[config.mk]
export PLATFORM = sky130hd
export DESIGN_NAME = psg_spi_write_bridge
export DESIGN_NICKNAME = d
export VERILOG_FILES = /design/src/rtl/psg_spi_write_bridge.sv
export SDC_FILE = /design/constraint.sdc
export NUM_CORES = 1
export LEC_CHECK = 0
export BUFFER_PORTS_ARGS = -buffer_cell sky130_fd_sc_hd__buf_2
export CAP_MARGIN = 5
export CORE_UTILIZATION = 44
export DETAILED_ROUTE_END_ITERATION = 6
export PLACE_DENSITY_LB_ADDON = 0.1
export SKIP_CTS_REPAIR_TIMING = 1
export SLEW_MARGIN = 25
export SYNTH_ARGS = -nofsm -noshare
export SYNTH_HDL_FRONTEND = slang
export SYNTH_SLANG_ARGS = --single-unit
[constraint.sdc]
create_clock -name clk -period 4.5 [get_ports clk]
set_input_delay 0.9 -clock clk [delete_from_list [all_inputs] [get_ports clk]]
set_output_delay 0.9 -clock clk [all_outputs]
set_load 0.01 [all_outputs]
[src/rtl/psg_spi_write_bridge.sv]
// psg_spi_write_bridge: SPI (mode 0, MSB first) byte receiver feeding a small
// FIFO, replayed onto the PSG parallel bus with a paced one-cycle write strobe.
// Optional status readback over spi_miso is enabled by defining PSG_SPI_STATUS_EN.
module psg_spi_write_bridge #(
  parameter int FIFO_DEPTH  = 4,
  parameter int WRITE_GAP   = 32,
  parameter int SYNC_STAGES = 2
) (
  input  logic                          clk,
  input  logic                          rst_n,
  input  logic                          spi_sck,
  input  logic                          spi_mosi,
  input  logic                          spi_cs_n,
  output logic [7:0]                    psg_data,
  output logic                          psg_we_n,
  output logic [$clog2(FIFO_DEPTH):0]   fifo_level,
  output logic                          overflow,
`ifdef PSG_SPI_STATUS_EN
  output logic                          busy,
  output logic                          spi_miso
`else
  output logic                          busy
`endif
);

  localparam int PTR_W = $clog2(FIFO_DEPTH);
  localparam int LVL_W = PTR_W + 1;
  localparam int GAP_W = (WRITE_GAP > 2) ? $clog2(WRITE_GAP) : 1;
  localparam logic [LVL_W-1:0] FULL_LVL = LVL_W'(FIFO_DEPTH);
  localparam logic [GAP_W-1:0] GAP_LOAD = GAP_W'(WRITE_GAP - 2);

  localparam logic [1:0] ST_IDLE   = 2'd0;
  localparam logic [1:0] ST_STROBE = 2'd1;
  localparam logic [1:0] ST_GAP    = 2'd2;

  logic [SYNC_STAGES-1:0] r_sck_sync, r_cs_sync, r_mosi_sync;
  logic                   r_sck_d, r_cs_d;
  logic [6:0]             r_shift;
  logic [2:0]             r_bit_cnt;
  logic [7:0]             r_mem [FIFO_DEPTH];
  logic [PTR_W-1:0]       r_wr_ptr, r_rd_ptr;
  logic [LVL_W-1:0]       r_level;
  logic [1:0]             r_state;
  logic [GAP_W-1:0]       r_gap_cnt;
  logic [7:0]             r_psg_data;
  logic                   r_overflow;

  logic       w_sck, w_cs_n, w_mosi;
  logic       w_sck_rise, w_cs_rise;
  logic       w_push, w_pop, w_full, w_wr_en, w_drop;
  logic [7:0] w_rx_byte;

  assign w_sck      = r_sck_sync[SYNC_STAGES-1];
  assign w_cs_n     = r_cs_sync[SYNC_STAGES-1];
  assign w_mosi     = r_mosi_sync[SYNC_STAGES-1];
  assign w_sck_rise = w_sck & ~r_sck_d;
  assign w_cs_rise  = w_cs_n & ~r_cs_d;

  assign w_rx_byte  = {r_shift, w_mosi};
  assign w_push     = ~w_cs_n & w_sck_rise & (r_bit_cnt == 3'd7);
  assign w_pop      = (r_state == ST_IDLE) && (r_level != '0);
  assign w_full     = (r_level == FULL_LVL);
  // A full FIFO still accepts a push when the head is leaving this cycle.
  assign w_wr_en    = w_push & (~w_full | w_pop);
  assign w_drop     = w_push & w_full & ~w_pop;

  assign psg_data   = r_psg_data;
  assign psg_we_n   = (r_state != ST_STROBE);
  assign fifo_level = r_level;
  assign overflow   = r_overflow;
  assign busy       = (r_level != '0) || (r_state != ST_IDLE);

  // Synchronise the asynchronous SPI pins and keep a delayed copy for edges.
  always_ff @(posedge clk) begin
    if (!rst_n) begin
      r_sck_sync  <= '0;
      r_cs_sync   <= '1;
      r_mosi_sync <= '0;
      r_sck_d     <= 1'b0;
      r_cs_d      <= 1'b1;
    end else begin
      r_sck_sync  <= {r_sck_sync[SYNC_STAGES-2:0], spi_sck};
      r_cs_sync   <= {r_cs_sync[SYNC_STAGES-2:0], spi_cs_n};
      r_mosi_sync <= {r_mosi_sync[SYNC_STAGES-2:0], spi_mosi};
      r_sck_d     <= w_sck;
      r_cs_d      <= w_cs_n;
    end
  end

  // Shift in MOSI on each sck rise inside a frame; frame end drops partial bytes.
  always_ff @(posedge clk) begin
    if (!rst_n) begin
      r_shift   <= '0;
      r_bit_cnt <= '0;
    end else if (w_cs_rise) begin
      r_bit_cnt <= '0;
    end else if (~w_cs_n & w_sck_rise) begin
      r_shift   <= w_rx_byte[6:0];
      r_bit_cnt <= r_bit_cnt + 3'd1;
    end
  end

  // FIFO storage; contents are only meaningful below the occupancy count.
  always_ff @(posedge clk) begin
    if (w_wr_en) r_mem[r_wr_ptr] <= w_rx_byte;
  end

  // FIFO pointers and occupancy; power-of-two depth makes pointers wrap naturally.
  always_ff @(posedge clk) begin
    if (!rst_n) begin
      r_wr_ptr <= '0;
      r_rd_ptr <= '0;
      r_level  <= '0;
    end else begin
      if (w_wr_en) r_wr_ptr <= r_wr_ptr + 1'b1;
      if (w_pop)   r_rd_ptr <= r_rd_ptr + 1'b1;
      case ({w_wr_en, w_pop})
        2'b10:   r_level <= r_level + 1'b1;
        2'b01:   r_level <= r_level - 1'b1;
        default: r_level <= r_level;
      endcase
    end
  end

  // Pacer: pop into psg_data, strobe one cycle, then hold off for the gap.
  // The IDLE cycle that pops the next byte counts toward the spacing, so the
  // gap state lasts WRITE_GAP-2 cycles.
  always_ff @(posedge clk) begin
    if (!rst_n) begin
      r_state    <= ST_IDLE;
      r_gap_cnt  <= '0;
      r_psg_data <= 8'h00;
    end else begin
      case (r_state)
        ST_IDLE: begin
          if (w_pop) begin
            r_psg_data <= r_mem[r_rd_ptr];
            r_state    <= ST_STROBE;
          end
        end
        ST_STROBE: begin
          r_gap_cnt <= GAP_LOAD;
          r_state   <= (GAP_LOAD == '0) ? ST_IDLE : ST_GAP;
        end
        ST_GAP: begin
          r_gap_cnt <= r_gap_cnt - 1'b1;
          if (r_gap_cnt <= GAP_W'(1)) r_state <= ST_IDLE;
        end
        default: r_state <= ST_IDLE;
      endcase
    end
  end

`ifdef PSG_SPI_STATUS_EN
  logic [7:0] r_tx_sh;
  logic [3:0] r_tx_cnt;
  logic       r_stat_ovf;
  logic       w_sck_fall, w_cs_fall, w_ovf_clr;

  assign w_sck_fall = ~w_sck & r_sck_d;
  assign w_cs_fall  = ~w_cs_n & r_cs_d;
  // Overflow is acknowledged only once the host has clocked out a full status byte.
  assign w_ovf_clr  = w_cs_rise & r_stat_ovf & (r_tx_cnt == 4'd8);
  assign spi_miso   = ~w_cs_n & r_tx_sh[7];

  // Level field of the status byte is four bits wide.
  function automatic logic [3:0] lvl4(input logic [LVL_W-1:0] lvl);
    logic [7:0] t;
    t = 8'(lvl);
    return t[3:0];
  endfunction

  // Capture status at frame start and shift it out on sck falls, then zeros.
  always_ff @(posedge clk) begin
    if (!rst_n) begin
      r_tx_sh    <= '0;
      r_tx_cnt   <= '0;
      r_stat_ovf <= 1'b0;
    end else if (w_cs_fall) begin
      r_tx_sh    <= {r_overflow, busy, 2'b00, lvl4(r_level)};
      r_tx_cnt   <= '0;
      r_stat_ovf <= r_overflow;
    end else if (~w_cs_n & w_sck_fall) begin
      r_tx_sh <= {r_tx_sh[6:0], 1'b0};
      if (r_tx_cnt != 4'd8) r_tx_cnt <= r_tx_cnt + 4'd1;
    end
  end
`endif

  // Sticky drop flag; a fresh drop always wins over an acknowledge.
  always_ff @(posedge clk) begin
    if (!rst_n) begin
      r_overflow <= 1'b0;
    end else if (w_drop) begin
      r_overflow <= 1'b1;
`ifdef PSG_SPI_STATUS_EN
    end else if (w_ovf_clr) begin
      r_overflow <= 1'b0;
`endif
    end
  end

endmodule

==> summary.txt, run 1 <==
Final layout
  • Total Nets Final: 283
  • Fill count: slightly below 600
  • Register area: 1780 sq um
  • Most frequent cells in the layout: nand2_1, dfxtp_1, edfxtp_1
  • Area Overhead vs Synth: 9.67%
  • Footprint of the multi-input gates: between 1000 and 1500 sq um
  • Commonest non-fill, non-tap cell in the layout: nand2_1
  • Ratio of cells with drive above 1 in the final layout: 0.178
  • Antenna Cells: 0

Power
  • Maximum VDD drop: 0.000216 V
  • Power per cell area: about 530 nW/um^2
  • Leak: 0.00123 uW
  • Pwr Total: around 1800 uW

Timing
  • Worst slew pin tran: 0.657 ns
  • Clock skew: 0.00852 ns
  • Tcrit/Tclk final: 0.601
  • Final hold violations: 0
  • Final min period: 2.70 ns
  • Highest Clock Rate: 370 MHz
  • Worst slew margin: 0.562
  • Unrepaired setup endpoints after global routing: false
  • Final TNS setup: 0 ns
  • Slew Limit Fails: 0
  • Final Setup Violations: 0

CTS
  • Clk_lat worst skew: 0.34 ns
  • CTS root buf: clkbuf_8
  • Clk sinks: 73
  • Total CTS buffers: 9
  • CTS H-tree depth: 3
  • Max Root-Sink Buffers: 2
  • Clk pin slew, worst setup/hold paths: approximately 0.080 ns
  • CTS tree: built

Yosys
  • YS warnings: 0
  • Synth Flop Type: dfxtp_1
  • Seq/Total Area, Yosys: 0.586
  • Yosys reg bits: 73
  • Post-synth EDFFs: 32
  • Mapped cell area: between 3000 and 4000 sq um
  • Syn Area/Cell: 12.3 sq um
  • Distinct cells, synth: 42
  • Syn_nets: approximately 270
  • Post-Syn Instances: 248
  • Post-synth ARST share: 0

Worst setup path
  • Req. time, crit path: 4.73 ns
  • Critical Path End Type: flip-flop
  • Arr. time, crit path: slightly below 3 ns
  • Crit Path Category: reg -> reg
  • Startpoint Class: flip-flop
  • Crit path max fanout: 11

Die
  • Num rows: 29
  • Width of the die: 85.1 um
  • Starting Density: 0.468
  • Die H: 85.1 um
  • Die area: 7240 sq um
  • Core box area: 6490 sq um
  • Total I/O pin count: 19

Status
  • Outcome: finished clean

Placement
  • PortBufs: 18
  • Detailed placer's ending HPWL: approximately 3200 um
  • RePlAce Congestion: 0.669

Route
  • Routed vias/inst: slightly above 5
  • Wire per inst: 14.1 um
  • Final wirelength: approximately 4900 um
  • Vias: around 1,800
  • Routed Antenna Nets: 0
  • DRC: 0
  • DRT iter0 DRCs: 76
  • Initial DRT Pass Iterations: 4

Global route
  • Largest net degree at the start of global routing: 44
  • Vias in the first global route: 1,710
  • All-Layer GR Usage: 0.150
  • Global route overflow: 0
  • Initial antenna violation count: 0
  • First-pass GRT wire length: 8320 um

Worst hold path
  • Hold Crit Class: reg -> reg

Flow run
  • Number of max-cap violations: 0
## cell families after synthesis
kind of cell | share of synthesized area
AOI/OAI and AO/OA | 0.0914
DFF | 0.586
muxes | 0.0725
adders and majority gates | 0.0560
buffers and inverters | 0.0383
and+or+nand+nor | 0.144
xor gates and xnor gates | 0.0115
## worst max-delay path: stages, from the launching register on
cell and delay, ns:
dfxtp_1 0.33, inv_1 0.09, ha_1 0.34, o31a_1 0.42
nand2_1 0.14, fa_1 0.44, or3_1 0.38, and3_1 0.17
o31a_1 0.29
## final timing paths
kind / startpoint / to / slack (ns) / cells past startpoint
max: r_state[1] / fifo_level[2] / 1.80 / 8
max reg2reg: r_state[1] / fifo_level[2] / 1.80 / 8
min reg2reg: r_cs_sync[0] / r_cs_sync[1] / 0.41 / 1
min: r_cs_sync[0] / r_cs_sync[1] / 0.41 / 1
## flip-flops by register name, summed over array words and instances (netlist names)
| register | cells |
|---|---|
| psg_data | 8 |
| r_shift | 7 |
| r_sck_sync | 2 |
| fifo_level | 3 |
| r_mem | 32 |
| r_bit_cnt | 3 |
| r_cs_sync | 2 |
| r_wr_ptr | 2 |
| r_rd_ptr | 2 |
| r_state | 2 |
| r_mosi_sync | 2 |
| overflow | 1 |
| r_cs_d | 1 |
| r_sck_d | 1 |
| r_gap_cnt | 5 |
## layer usage
| metal | wire length, um | vias up | GRT usage | part of all wire |
|---|---|---|---|---|
| li1 | - | 900 | - | - |
| met1 | 2490 | 848 | 0.201 | 0.51 |
| met2 | 2170 | 30 | 0.229 | 0.44 |
| met3 | 174 | 4 | 0.0554 | 0.036 |
| met4 | 47 | 0 | 0.0462 | 0.0096 |
| met5 | 0 | - | 0 | 0 |
## stage by stage
step	cells	utilization	hold slack, ns	worst slack, ns	area, sq um
6_report	347	0.513	0.415	1.80	3330
5_1_grt	347	0.513	0.448	1.59	3330
4_1_cts	347	0.513	0.420	1.78	3330
3_5_place_dp	331	0.484	0.397	1.80	3150
3_3_place_gp	331	0.484	0.391	1.87	3150
2_1_floorplan	248	-	0.386	2.25	3040
## cells in the mapped netlist (all sizes together), types with 2 or more instances
cell type	instances	share of area
a21boi	18	0.046
a21oi	5	0.0082
a31oi	2	0.0041
and2	15	0.031
buf	6	0.019
clkbuf	6	0.0074
dfxtp	41	0.27
edfxtp	32	0.32
ha	12	0.049
inv	10	0.012
mux2i	4	0.013
mux4	8	0.059
nand2	47	0.058
nand2b	4	0.0082
nand3	4	0.0066
nor2	7	0.0095
nor2b	2	0.0041
o21ai	4	0.0066
o31a	2	0.0058
o31ai	2	0.0095
xnor2	4	0.012
## layout make-up
cell class,instances,share of cell area
multi-input cells,153,0.342
well taps,77,0.0289
clock inverters,6,0.0176
clock buffers,10,0.0383
flip-flops and latches,73,0.535
repair buffers,18,0.0270
inverters,10,0.0113
## power by group
| part | total [uW] | internal, uW | switching (uW) |
|---|---|---|---|
| Sequential | 841 | 756 | 84.5 |
| Clock | 486 | 253 | 233 |
| Combinational | 453 | 214 | 239 |
| Total | 1780 | 1220 | 556 |
Power figures use the tool's default switching activity.
==> run 2: changes to the inputs <==
==> constraint.sdc (replaced) <==
create_clock -name clk -period 2.6 [get_ports clk]
set_input_delay 0.52 -clock clk [delete_from_list [all_inputs] [get_ports clk]]
set_output_delay 0.52 -clock clk [all_outputs]
set_load 0.01 [all_outputs]
==> run 2 against run 1 <==
Net effect:
- global-route usage grew 0.32 points
- core utilization grew 0.077 points
- critical path depth is the same
- fmax grew 16%
==> summary.txt, run 2 (synthesis results as in run 1) <==
Timing
  • Slew Limit Fails: 0 (unchanged)
  • Final Setup Violations: 0 (unchanged)
  • Clock skew: 0.0167 ns (+0.00821 ns)
  • Tcrit/Tclk final: 0.894 (+0.293)
  • Worst slew pin tran: 0.621 ns (-0.0353 ns)
  • Final TNS setup: 0 ns (unchanged)
  • Worst hold slack: 0.370 ns (-0.0443 ns)
  • Final hold violations: 0 (unchanged)
  • Worst slew margin: 0.585 (+0.0230)
  • Final min period: 2.33 ns (-0.379 ns)
  • Highest Clock Rate: 430 MHz (+16%)
  • Unrepaired setup endpoints after global routing: false

Power
  • Sw Ratio: 0.328 (+0.0159)
  • P_int: 2040 uW (+67%)
  • Power per cell area: 912 nW/um^2 (+71%)
  • Comb power frac: 0.275 (+0.021)
  • Leak: 0.00122 uW (-0.40%)
  • Psw: 1000 uW (+80%)
  • Clk pwr share: 0.248 (-0.025)
  • Maximum VDD drop: 0.000425 V (+97%)
  • Flop pwr share: 0.478 (+0.005)

CTS
  • Clk_lat worst skew: 0.34 ns (about the same)
  • CTS tree: built
  • Total CTS buffers: 9 (unchanged)
  • CTS root buf: clkbuf_8
  • CTS H-tree depth: 3 (unchanged)
  • Clk sinks: 73 (unchanged)
  • Clk pin slew, worst setup/hold paths: 0.07 ns (about the same)
  • Max Root-Sink Buffers: 2 (unchanged)

Global route
  • Largest net degree at the start of global routing: 28 (-36%)
  • Initial antenna violation count: 0 (unchanged)
  • First-pass GRT wire length: 8190 um (-1.6%)
  • Global route overflow: 0 (unchanged)
  • All-Layer GR Usage: 0.154 (+0.00324)
  • Vias in the first global route: 1,673 (-2.2%)

Die
  • Starting Density: 0.468 (unchanged)
  • Die area: 7240 sq um (unchanged)
  • Width of the die: 85.1 um (unchanged)
  • Die H: 85.1 um (unchanged)
  • Total I/O pin count: 19 (unchanged)
  • Num rows: 29 (unchanged)
  • Core box area: 6490 sq um (unchanged)

Worst setup path
  • Slowest stage cell on the critical path: fa_1
  • Crit Path Category: reg -> reg
  • Worst-path cell chain: ha_1 > ha_1 > nand4bb_4 > nand2_1 > fa_1 > or3_1 > and3_1 > o31a_1
  • Delay of the slowest cell on the worst path: 0.43 ns (about the same)
  • Arr. time, crit path: 2.55 ns (-0.39 ns)
  • Startpoint Class: flip-flop
  • Critical Path End Type: flip-flop
  • CP bufs+invs: 0 (-1)
  • CP top delay family: adder cells
  • Crit path max fanout: 6 (-5)
  • Req. time, crit path: 2.83 ns (-1.90 ns)
  • Most frequent CP cell: ha_1

Placement
  • PortBufs: 18 (unchanged)
  • RePlAce Congestion: 0.792 (+18%)
  • Detailed placer's ending HPWL: 3390 um (+5.2%)

Final layout
  • Max FFs per register: 32 (unchanged)
  • Most flop-heavy register: r_mem
  • Area Overhead vs Synth: 9.84%
  • Antenna Cells: 0 (unchanged)
  • Total Nets Final: 286 (+1.1%)
  • Most frequent cells in the layout: nand2_1, dfxtp_1, edfxtp_1
  • Commonest non-fill, non-tap cell in the layout: nand2_1
  • Fill count: 581 (-2.0%)
  • Ratio of cells with drive above 1 in the final layout: 0.183 (+0.00537)

Route
  • Vias: 1,796 (+0.79%)
  • Routed Antenna Nets: 0 (unchanged)
  • Metal2 WL: 2410 um (+11%)
  • Initial DRT Pass Iterations: 4 (unchanged)
  • Met1 wire length: 2320 um (-6.9%)
  • Routed vias/inst: 5.13 (about the same)
  • Wire per inst: 14.2 um (+1.0%)
  • Detail Route met3 WL: 179 um (+2.9%)
  • DRT iter0 DRCs: 52 (-32%)
  • Final wirelength: 4980 um (+1.9%)
  • Uppermost layer routed: met4
  • DRC: 0 (unchanged)

Worst hold path
  • Hold Crit Class: in -> reg

Status
  • Outcome: finished clean

Flow run
  • Number of max-cap violations: 0 (unchanged)
-- run 2: cell count changes in the layout (fill, tap and decap cells not counted) --
cell and delta:
bufinv_16 -1, clkbuf_1 -1, inv_6 +1, clkinv_1 +2, buf_4 +3, clkinv_2 -3, clkinvlp_4 +2
-- run 2: area by class of cell --
| cell class | instances | area (sq um) | area share |
|---|---|---|---|
| sequential | 73 | 1780 | 0.534 |
| multi-input combinational | 153 | 1140 | 0.342 |
| clock buffer | 9 | 124 | 0.0371 |
| timing repair buffer | 21 | 113 | 0.0337 |
| tap | 77 | 96.3 | 0.0289 |
| clock inverter | 7 | 45.0 | 0.0135 |
| inverter | 10 | 37.5 | 0.0112 |
-- run 2: metrics by stage --
step	std cells	total power (uW)	util	cell area, sq um	worst slack [ns]
finish	350	3040	0.514	3340	0.274
global route	350	3260	0.514	3340	0.180
CTS	350	3090	0.514	3340	0.283
detailed placement	334	2330	0.488	3170	0.279
global placement	334	2330	0.488	3170	0.322
floorplan	248	2110	-	3040	0.347
-- run 2: power groups by stage --
| stage | clock network [uW] | logic (uW) | registers, uW |
|---|---|---|---|
| floorplan | 0 | 663 | 1450 |
| global placement | 0 | 845 | 1480 |
| detailed placement | 0 | 847 | 1480 |
| CTS | 788 | 850 | 1450 |
| global route | 843 | 938 | 1480 |
| finish | 754 | 836 | 1450 |
-- run 2: layer usage --
layer	track usage	vias up
li1	-	906
met1	0.191	856
met2	0.248	28
met3	0.0554	6
met4	0.0555	0
met5	0	-
-- run 2: worst reg2reg max path: cells and delay by family, from the launching register on --
family,cells,cell delay [ns]
flip-flops,1,0.32
AO/OA/AOI/OAI,1,0.29
adder cells (fa/ha/maj),3,0.85
AND/OR/NAND/NOR,4,0.77
-- run 2: worst paths after layout --
kind,startpoint,end,slack [ns],depth (start not counted)
min,spi_cs_n,r_cs_sync[0],0.37,2
max,r_bit_cnt[0],fifo_level[2],0.27,8
max reg2reg,r_bit_cnt[0],fifo_level[2],0.27,8
min reg2reg,r_cs_sync[0],r_cs_sync[1],0.41,1
==> run 3: changes to the inputs <==
==> constraint.sdc (replaced) <==
create_clock -name clk -period 2.7 [get_ports clk]
set_input_delay 0.54 -clock clk [delete_from_list [all_inputs] [get_ports clk]]
set_output_delay 0.54 -clock clk [all_outputs]
set_load 0.01 [all_outputs]
==> run 3 against run 2 <==
Net effect:
- first-iteration DRC count increased by 9.6%
- die area unchanged
- fmax decreased by 0.15%
- clock skew decreased by 0.0039 ns
- sequential share of layout area decreased by 0.67 points
- highest routed layer unchanged
- core utilization increased by 0.65 points
- critical path depth unchanged
- worst setup slack improved by 0.096 ns
- critical endpoint unchanged
- count of clock-buffer cells in the layout increased by 1
- power increased by 2.0%
- non-clock buffer count unchanged
- critical path type unchanged
- sequential power decreased by 3%
==> summary.txt, run 3 (synthesis results as in run 1) <==
Worst setup path
  • Slowest stage cell on the critical path: fa_1
  • Most frequent CP cell: ha_1
  • Crit path max fanout: 6 (unchanged)
  • Slack of the worst reg-to-reg path: 0.37 ns (+0.10 ns)
  • Critical Path End Type: flip-flop
  • Delay of the slowest cell on the worst path: 0.42 ns (about the same)
  • Arr. time, crit path: 2.56 ns (about the same)
  • Worst-path cell chain: ha_1 > ha_1 > nand4bb_4 > nand2_1 > fa_1 > or3_1 > and3_1 > o31a_1
  • Req. time, crit path: 2.93 ns (+0.10 ns)
  • Crit Path Category: reg -> reg
  • Startpoint Class: flip-flop

Die
  • Num rows: 29 (unchanged)
  • Die H: 85.1 um (unchanged)
  • Total I/O pin count: 19 (unchanged)
  • Starting Density: 0.468 (unchanged)
  • Die area: 7240 sq um (unchanged)
  • Core box area: 6490 sq um (unchanged)
  • Width of the die: 85.1 um (unchanged)

Route
  • Wire per inst: 14.2 um (-0.44%)
  • Vias: 1,804 (+0.45%)
  • Initial DRT Pass Iterations: 4 (unchanged)
  • Final wirelength: 4950 um (-0.44%)
  • DRT iter0 DRCs: 57 (+9.6%)
  • Routed Antenna Nets: 0 (unchanged)
  • Routed vias/inst: 5.15 (+0.45%)
  • DRC: 0 (unchanged)

Global route
  • All-Layer GR Usage: 0.158 (+0.00448)
  • Global route overflow: 0 (unchanged)
  • First-pass GRT wire length: 8510 um (+4.0%)
  • Vias in the first global route: 1,723 (+3.0%)
  • Initial antenna violation count: 0 (unchanged)
  • Largest net degree at the start of global routing: 28 (unchanged)

Placement
  • Placed instance count: 334 (unchanged)
  • Detailed placer's ending HPWL: 3270 um (-3.6%)
  • PortBufs: 18 (unchanged)
  • RePlAce Congestion: 0.792 (about the same)

CTS
  • CTS tree: built
  • CTS H-tree depth: 3 (unchanged)
  • Total CTS buffers: 9 (unchanged)
  • Max Root-Sink Buffers: 2 (unchanged)
  • Clk pin slew, worst setup/hold paths: 0.07 ns (about the same)
  • CTS root buf: clkbuf_8
  • Clk_lat worst skew: 0.35 ns (about the same)
  • Clk sinks: 73 (unchanged)

Final layout
  • Most frequent cells in the layout: nand2_1, dfxtp_1, edfxtp_1
  • Area Overhead vs Synth: 11.2%
  • Total Nets Final: 286 (unchanged)
  • Commonest non-fill, non-tap cell in the layout: nand2_1
  • Fin cells: 350 (unchanged)
  • Ratio of cells with drive above 1 in the final layout: 0.187 (+0.00366)
  • Most flop-heavy register: r_mem
  • Max FFs per register: 32 (unchanged)
  • Antenna Cells: 0 (unchanged)

Timing
  • Final hold violations: 0 (unchanged)
  • Clock skew: 0.0128 ns (-0.00394 ns)
  • Worst slew margin: 0.587 (+0.00212)
  • Tcrit/Tclk final: 0.863 (-0.0318)
  • Final min period: 2.33 ns (+0.00353 ns)
  • Worst slew pin tran: 0.618 ns (-0.00318 ns)
  • Slew Limit Fails: 0 (unchanged)
  • Highest Clock Rate: 429 MHz (-0.15%)
  • Final Setup Violations: 0 (unchanged)
  • Unrepaired setup endpoints after global routing: false
  • Final TNS setup: 0 ns (unchanged)

Worst hold path
  • Hold Crit Class: in -> reg

Power
  • Leak: 0.00125 uW (+2.4%)
  • Maximum VDD drop: 0.000525 V (+23%)
  • Power per cell area: 918 nW/um^2 (+0.69%)

Status
  • Outcome: finished clean

Flow run
  • Number of max-cap violations: 0 (unchanged)
==> run 3: metal layers <==
layer	global-route usage	wire, um	vias to the layer above	part of all wire
li1	-	-	906	-
met1	0.194	2300	868	0.46
met2	0.255	2420	22	0.49
met3	0.0584	164	8	0.033
met4	0.0601	73	0	0.015
met5	0	0	-	0
==> run 3: layout make-up <==
cell class | count | area (sq um)
Clock buffer | 10 | 128
Timing Repair Buffer | 21 | 113
Tap cell | 77 | 96.3
Multi-Input combinational cell | 153 | 1140
Inverter | 10 | 37.5
Fill cell | 590 | 3110
Clock inverter | 6 | 83.8
Sequential cell | 73 | 1780
==> run 3: worst paths after layout <==
kind / startpoint / to / cells past startpoint
worst max register to register: r_bit_cnt[0] / fifo_level[2] / 8
worst min register to register: r_cs_sync[0] / r_cs_sync[1] / 1
worst min-delay path: spi_cs_n / r_cs_sync[0] / 2
worst max-delay path: r_bit_cnt[0] / fifo_level[2] / 8
==> run 3: report_power, final <==
part | internal, uW | switching (uW) | leakage, uW | total [uW]
logic | 378 | 423 | 0.000507 | 801
registers | 1260 | 138 | 0.000634 | 1400
clock network | 517 | 387 | 0.000110 | 904
total | 2160 | 948 | 0.00125 | 3100
==> run 3: worst max-delay path: cells and delay by family (launching register included) <==
kind / cells / cell delay [ns]
AO/OA/AOI/OAI: 1 / 0.28
adder cells (fa/ha/maj): 3 / 0.83
flip-flops: 1 / 0.33
AND/OR/NAND/NOR: 4 / 0.78
==> run 3: metrics by stage <==
step                utilization  setup slack, ns  hold WS, ns  power, uW  cell area [sq um]
floorplan                     -            0.447        0.386       2030               3040
global placement          0.488            0.421        0.391       2240               3170
detailed placement        0.488            0.388        0.397       2240               3170
CTS                       0.521            0.374        0.360       3150               3380
global route              0.521            0.255        0.357       3310               3380
finish                    0.521            0.371        0.378       3100               3380
